File: src/rtl/m72_pkg.sv
// Shared constants and types for the sample fetch engine and its DAC path.
package m72_pkg;

    localparam int unsigned PTR_W = 20;
    localparam int unsigned DAC_W = 16;

    typedef enum logic [1:0] {
        ST_IDLE = 2'd0,
        ST_REQ  = 2'd1,
        ST_WAIT = 2'd2
    } fetch_state_t;

    // Unsigned DAC byte to signed 16-bit sample: 0x80 is silence.
    function automatic logic [DAC_W-1:0] dac_target(input logic [7:0] b);
        return {b ^ 8'h80, 8'h00};
    endfunction

endpackage

File: src/rtl/sample_dac_filter.sv
// One-pole low-pass smoothing of the DAC target, updated once every FILT_DIV clocks.
module sample_dac_filter
    import m72_pkg::*;
#(
    parameter int unsigned FILT_DIV = 32
) (
    input  logic             clk,
    input  logic             rst_n,
    input  logic [DAC_W-1:0] target,
    output logic [DAC_W-1:0] dac_out
);

    localparam int unsigned DIV_W = (FILT_DIV > 1) ? $clog2(FILT_DIV) : 1;

    logic [DIV_W-1:0]        div_cnt;
    logic                    tick_c;
    logic signed [DAC_W:0]   diff_c;
    logic signed [DAC_W:0]   step_c;
    logic signed [DAC_W:0]   sum_c;

    assign tick_c = (div_cnt == DIV_W'(FILT_DIV - 1));

    // 17-bit intermediate: the sum always lands between acc and target, so it fits 16 bits.
    always_comb begin
        diff_c = $signed({target[DAC_W-1], target}) - $signed({dac_out[DAC_W-1], dac_out});
        step_c = diff_c >>> 3;
        sum_c  = $signed({dac_out[DAC_W-1], dac_out}) + step_c;
    end

    always_ff @(posedge clk or negedge rst_n) begin
        if (!rst_n) begin
            div_cnt <= '0;
            dac_out <= '0;
        end else begin
            div_cnt <= tick_c ? '0 : div_cnt + DIV_W'(1);
            if (tick_c) begin
                dac_out <= DAC_W'(sum_c);
            end
        end
    end

endmodule

File: src/rtl/sample_fetch.sv
// Sample ROM pointer, fetch handshake and DAC output stage.
// Build option: SAMPLE_DAC_FILTER_EN inserts a low-pass filter on dac_out.
module sample_fetch
    import m72_pkg::*;
#(
    parameter int unsigned ROM_AW   = 18,
    parameter int unsigned FILT_DIV = 32
) (
    input  logic              CLK_32M,
    input  logic              reset_n,
    input  logic [15:0]       sample_addr,
    input  logic [1:0]        sample_addr_wr,
    input  logic              sample_inc,
    input  logic [7:0]        sample_out,
    output logic [7:0]        sample_in,
    output logic [ROM_AW-1:0] rom_addr,
    output logic              rom_req,
    input  logic              rom_ack,
    input  logic [7:0]        rom_data,
    output logic [15:0]       dac_out
);

    localparam logic [PTR_W-1:0] WRAP_MASK = PTR_W'((64'd1 << ROM_AW) - 64'd1);

    fetch_state_t     state;
    fetch_state_t     state_nxt;
    logic [PTR_W-1:0] ptr;
    logic [PTR_W-1:0] ptr_nxt;
    logic             ptr_chg;
    logic             pending;
    logic             req_nxt;
    logic             load_addr_c;
    logic             take_data_c;
    logic [DAC_W-1:0] target;

    // Address writes take priority over increments; increments wrap inside the ROM window.
    always_comb begin
        ptr_nxt = ptr;
        ptr_chg = 1'b0;
        if (|sample_addr_wr) begin
            if (sample_addr_wr[0]) ptr_nxt[11:4]  = sample_addr[7:0];
            if (sample_addr_wr[1]) ptr_nxt[19:12] = sample_addr[15:8];
            ptr_nxt[3:0] = 4'h0;
            ptr_chg      = 1'b1;
        end else if (sample_inc) begin
            ptr_nxt = (ptr & ~WRAP_MASK) | ((ptr + PTR_W'(1)) & WRAP_MASK);
            ptr_chg = 1'b1;
        end
    end

    always_ff @(posedge CLK_32M or negedge reset_n) begin
        if (!reset_n) begin
            state <= ST_IDLE;
        end else begin
            state <= state_nxt;
        end
    end

    always_comb begin
        state_nxt = state;
        case (state)
            ST_IDLE: if (pending) state_nxt = ST_REQ;
            ST_REQ:  state_nxt = rom_ack ? ST_IDLE : ST_WAIT;
            ST_WAIT: if (rom_ack) state_nxt = ST_IDLE;
            default: state_nxt = ST_IDLE;
        endcase
    end

    // Data from an ack is stale if the pointer moved during, or on, the request.
    always_comb begin
        req_nxt     = 1'b0;
        load_addr_c = 1'b0;
        take_data_c = 1'b0;
        if (state_nxt != ST_IDLE) req_nxt = 1'b1;
        if (state == ST_IDLE && pending) load_addr_c = 1'b1;
        if (state != ST_IDLE && rom_ack && !pending && !ptr_chg) take_data_c = 1'b1;
    end

    always_ff @(posedge CLK_32M or negedge reset_n) begin
        if (!reset_n) begin
            ptr       <= '0;
            pending   <= 1'b0;
            rom_addr  <= '0;
            rom_req   <= 1'b0;
            sample_in <= '0;
            target    <= '0;
        end else begin
            ptr     <= ptr_nxt;
            rom_req <= req_nxt;
            if (ptr_chg) begin
                pending <= 1'b1;
            end else if (load_addr_c) begin
                pending <= 1'b0;
            end
            if (load_addr_c) rom_addr  <= ROM_AW'(ptr);
            if (take_data_c) sample_in <= rom_data;
            if (sample_inc)  target    <= dac_target(sample_out);
        end
    end

`ifdef SAMPLE_DAC_FILTER_EN
    sample_dac_filter #(
        .FILT_DIV (FILT_DIV)
    ) u_filter (
        .clk     (CLK_32M),
        .rst_n   (reset_n),
        .target  (target),
        .dac_out (dac_out)
    );
`else
    assign dac_out = target;
`endif

endmodule

File: config.mk
export PLATFORM = sky130hd
export DESIGN_NAME = sample_fetch
export DESIGN_NICKNAME = d
export VERILOG_FILES = /design/src/rtl/m72_pkg.sv /design/src/rtl/sample_dac_filter.sv /design/src/rtl/sample_fetch.sv
export SDC_FILE = /design/constraint.sdc
export NUM_CORES = 1
export LEC_CHECK = 0
export ABC_AREA = 1
export CORE_MARGIN = 2
export CORE_UTILIZATION = 25
export CTS_CLUSTER_SIZE = 8
export DETAILED_ROUTE_END_ITERATION = 10
export HOLD_SLACK_MARGIN = 0.06
export REMOVE_ABC_BUFFERS = 1
export SYNTH_ARGS = -nofsm -noshare
export SYNTH_HDL_FRONTEND = slang
export SYNTH_SLANG_ARGS = --single-unit
File: constraint.sdc
create_clock -name CLK_32M -period 1.2 [get_ports CLK_32M]
set_input_delay 0.18 -clock CLK_32M [delete_from_list [all_inputs] [get_ports CLK_32M]]
set_output_delay 0.18 -clock CLK_32M [all_outputs]
set_load 0.005 [all_outputs]
# Yosys cells after proc, flatten, opt, wreduce, memory -nomap -nowiden
# Index checks and enable logic that the tools add are counted.
# Widths: inputs -> output; s select.
[totals]
elab_cells = 45
inputBits = 38
output_inout_bits = 43
reg_bits = 58
[op_classes]
muxes = 15
eq_ne = 4
n_bitwise = 2
reduce_logical = 14
addsub = 1
[op_table]
columns = ["operator", "n"]
rows = [
  ["$mux 20", 2],
  ["$or 20x18->20", 1],
  ["$add 18x1->18 const B", 1],
  ["$mux 8", 2],
  ["$reduce_bool 2->1", 4],
  ["$mux 1", 7],
  ["$mux 2", 3],
  ["$pmux 2 s3", 1],
  ["$logic_and 1x1->1", 4],
  ["$ne 2x2->1 const B", 2],
  ["$reduce_and 2->1", 2],
  ["$eq 2x1->1 const B", 1],
  ["$eq 2x2->1 const B", 1],
  ["$logic_not 1->1", 2],
  ["$logic_not 2->1", 1],
  ["$reduce_or 2->1", 1],
  ["$not 1->1", 1],
]

# Logic depth before layout (Yosys ltp)
[logic_depth]
word_depth = 5
ltp_mapped = 9
depth_no_buf = 9

# Worst setup path after synthesis
# Ideal clock, no wire load.
[synth_timing]
path_kind = "reg2reg"
start = "reg ptr[1]"
end = "reg ptr[8]"
path_stages_with_launch = 8
n_path_buf = 0
setup_time_ns = 0.120
slack_ns = -0.112
arrival_time_ns = 1.191
period_less_slack_ns = 1.312
required_ns = 1.080
path_cell_list = "dfrtp_1 ha_1 inv_1 nor2_2 nand2_1 xor2_1 o21ai_1 nand2_1"
[synth_via]
elab_chain_len = 4
[synth_lines]
columns = ["element", "line", "rtl"]
rows = [
  ["start: declaration", "sample_fetch.sv:27", "logic [PTR_W-1:0] ptr;"],
  ["start signal: assignment", "sample_fetch.sv:88", "ptr <= ptr_nxt;"],
  ["$add 18x1->18", "sample_fetch.sv:46", "ptr_nxt = (ptr & ~WRAP_MASK) | ((ptr + PTR_W'(1)) & WRAP_MASK);"],
  ["$or 20x18->20", "sample_fetch.sv:46", ""],
  ["$mux 20", "sample_fetch.sv:45", "end else if (sample_inc) begin"],
  ["$mux 20", "sample_fetch.sv:40", "if (|sample_addr_wr) begin"],
]
# Every way passes these cells. The select of a mux whose other input is x is not followed.
# A chain may end at the register's enable or synchronous reset.

# Worst setup path after layout
[layout_timing]
start = "reg ptr[0]"
end = "reg ptr[17]"
# Same word-level chain as after synthesis.

==> results.md <==
* Status: finished with violations
* Failing checks: negative setup slack
* Final worst slack at -0.145 ns
* CP Data Required Time at 1.42 ns
* Register area share after synthesis at 51.0%
* Share of layout cells above drive strength 1 at 23.2%
* Antenna Diode Count at 0
* Largest stage delay, worst path at 0.40 ns
* Clock H-tree levels at 2
* Synth warn at 0
* Clock Sinks at 56
* Number of fill cells at 1086
* Worst Max-Slew Pin Slew at 0.540 ns
* Final setup skew at 0.00999 ns
* DR DRC count at 0
* Leading cell types in the layout, fill and taps excluded: nand2_1, dfrtp_1, buf_4
* Mean routed wirelength per cell at 12.2 µm
* Iter 0 DRT Violations at 134
* Net Sw Power at 1.88 mW
* Switch share at 32.1%
* Endpoints failing hold at 0
* Area growth, synth to finish at 55.1%
* Reg power frac at 43.8%
* I/O Pins at 81
* Setup violators final at 15
* Final Max Tran Viols at 0
* Maximum clock path buffer count at 2
* CP bufs+invs at 2
* Worst EP arrival at 1.56 ns
* Pwr/cell area at 1370 mW/mm²
* Leakage at 2.08 nW
* GPL Wtd Cong at 0.814
* Hold Path Class: in2reg
* Most frequent cell on the critical path: nand2_1
* Peak supply drop at 0.603 mV
* Post-route minimum period at 1.34 ns
* Nets at 516
* First-pass GRT wire length at 12.0 mm
* Register bit total from synthesis at 56
* CP Cell Sequence: buf_4, buf_6, nand2_4, nor2_4, nand2_2, o21bai_1, nand3_1, nand2_1, nand2_1
* CP Depth at 9
* Worst Reg-to-Reg Cells at 9
* RSZ-0062 raised after global routing: true
* Starting Density at 25.5%
* Cells after synthesis at 354
* Clk_lat worst skew at 0.31 ns
* CTS Buf Count at 5
* Slowest stage cell, crit path: dfrtp_1
* Die area at 0.0118 mm²
* GRT Total Usage at 12.9%
* Port-buffer cells at 70
* Setup crit start kind: flop
* Die Width at 109 µm
* Reg clk slew, reported paths at 0.11 ns
* Commonest non-fill, non-tap cell in the layout: nand2_1
* TritonRoute pass-1 iters at 4
* Max-slew headroom at 63.9%
* Post-detailed-route count of antenna-violating nets at 0
* Fin crit share at 112%
* Crit. End Element: flop
* Largest net degree at the start of global routing at 57
* Final wirelength at 7.51 mm
* Clock share of power at 21.9%
* DR vias/cell at 4.24
* Dpl hpwl at 5.23 mm
* Rows at 38
* Total power at 5.85 mW
* Placeable Area at 0.0108 mm²
* Post-synthesis cell type count at 28
* Post-Synthesis Cell Area at 0.00275 mm²
* Initial antenna violation count at 0
* DR vias at 2623
* Util after Layout at 39.5%
* Top cells by area, synth: dfrtp_1, nand2_1, nor2_1
* GRT overflow at 0
* CP Class: reg2reg
* Max Clock Freq at 0.744 GHz
* Syn Area/Cell at 7.76 µm²
* Combinational Power Share at 34.3%
* Root Buffer: clkbuf_8
* Die Ht at 109 µm
* Synth area leader: dfrtp_1
* Internal power at 3.98 mW
* CTS tree: done
* Synth top area share at 51.0%
* Delay-heaviest family, CP: simple AND/OR/NAND/NOR gates
* Vias in the first global route at 2578
* Max_cap viols at 0
* Hold depth at 4
* CP Max Fanout at 4
==> path summary, 6_finish.rpt <==
| path | slack (ns) | startpoint | end |
|---|---|---|---|
| max | -0.14 | ptr[0] | ptr[17] |
| min | 0.31 | sample_addr_wr[1] | ptr[16] |
| max reg2reg | -0.14 | ptr[0] | ptr[17] |
| min reg2reg | 0.48 | dac_out[10] | dac_out[10] |
| max in group asynchronous | 0.50 | reset_n | ptr[4] |
| min in group asynchronous | 0.41 | reset_n | dac_out[14] |
==> per-layer routing <==
layer	global-route usage [%]	share of wire (%)	vias to the layer above
li1	-	-	1340
met1	17.3	47	1225
met2	21.1	47	52
met3	2.45	5.3	6
met4	3.57	1.1	0
met5	0	0	-
==> logic make-up (layout without fill, tap and decap cells) <==
logic type | Yosys count | count (layout) | synth area share [%]
and+or+nand+nor | 195 | 195 | 29.1
DFF | 56 | 56 | 51.0
buffers and inverters | 51 | 167 | 8.51
AOI/OAI and AO/OA | 46 | 47 | 9.52
xor gates and xnor gates | 4 | 4 | 1.27
adders and majority gates | 1 | 1 | 0.455
other | 1 | 8 | 0.136
==> metrics by stage <==
step                      setup TNS, ns  std cells  setup WS [ns]  hold WS, ns  area [µm²]
after floorplan                   -3.64        343         -0.308       -0.116        2670
after global placement           -13.44        588         -0.633        0.208        3810
after detailed placement         -14.50        588         -0.731        0.213        3810
after CTS                         -1.48        608         -0.172        0.383        4080
after global routing              -3.05        618         -0.241        0.307        4260
final                             -1.43        618         -0.145        0.307        4260
==> worst register-to-register path, cell delays in order, from the launching register on <==
cell and delay (ns):
dfrtp_1 0.40, buf_4 0.13, buf_6 0.10, nand2_4 0.07
nor2_4 0.16, nand2_2 0.08, o21bai_1 0.12, nand3_1 0.07
nand2_1 0.06, nand2_1 0.04
==> flip-flops by register name, indices dropped and copies added, names as in the netlist <==
register,cells
sample_in,8
dac_out,8
ptr,18
rom_req,1
state,2
rom_addr,18
pending,1
==> final cells by class <==
type / count / area [µm²] / share of cell area, %
repair buffers: 126 / 1120 / 26.2
clock buffers: 5 / 68.8 / 1.61
well taps: 140 / 175 / 4.11
flip-flops and latches: 56 / 1410 / 33.0
multi-input cells: 255 / 1320 / 30.9
clock inverters: 3 / 47.5 / 1.12
inverters: 33 / 129 / 3.02
==> power by group through the flow <==
stage / logic, mW / registers, mW / clock network (mW)
after floorplan: 0.671 / 2.61 / 0
after global placement: 1.88 / 2.59 / 0
after detailed placement: 1.90 / 2.60 / 0
after CTS: 1.83 / 2.59 / 1.32
after global routing: 2.28 / 2.63 / 1.40
final: 2.01 / 2.57 / 1.28
==> cell usage after synthesis <==
| master | instances |
|---|---|
| o21ai_0 | 18 |
| nor3b_1 | 1 |
| clkbuf_1 | 6 |
| xor2_1 | 4 |
| conb_1 | 1 |
| o21bai_1 | 1 |
| dfrtp_1 | 56 |
| buf_4 | 9 |
| inv_2 | 2 |
| a22oi_1 | 1 |
| o2111ai_4 | 1 |
| a22o_1 | 1 |
| or2_1 | 1 |
| nand4_1 | 3 |
| inv_1 | 29 |
| a31oi_1 | 1 |
| a21oi_1 | 4 |
| nor2_2 | 2 |
| buf_2 | 3 |
| nand2_1 | 122 |
| nor2_1 | 43 |
| inv_4 | 2 |
| ha_1 | 1 |
| nor3_1 | 3 |
| nand3_1 | 16 |
| nor4_1 | 1 |
| o21ai_1 | 19 |
| nor2_4 | 3 |
==> what timing repair did <==
action | 4_1_cts | 5_1_grt
resized for setup | 67 | 39
pin swaps | 7 | 15
endpoints found under the hold margin | 56 | 0
hold buffers | 1 | 0
gates cloned | 1 | 0
setup buffers | 11 | 10
endpoints found under the setup margin | 57 | 52
(Power assumes the default switching activity.)
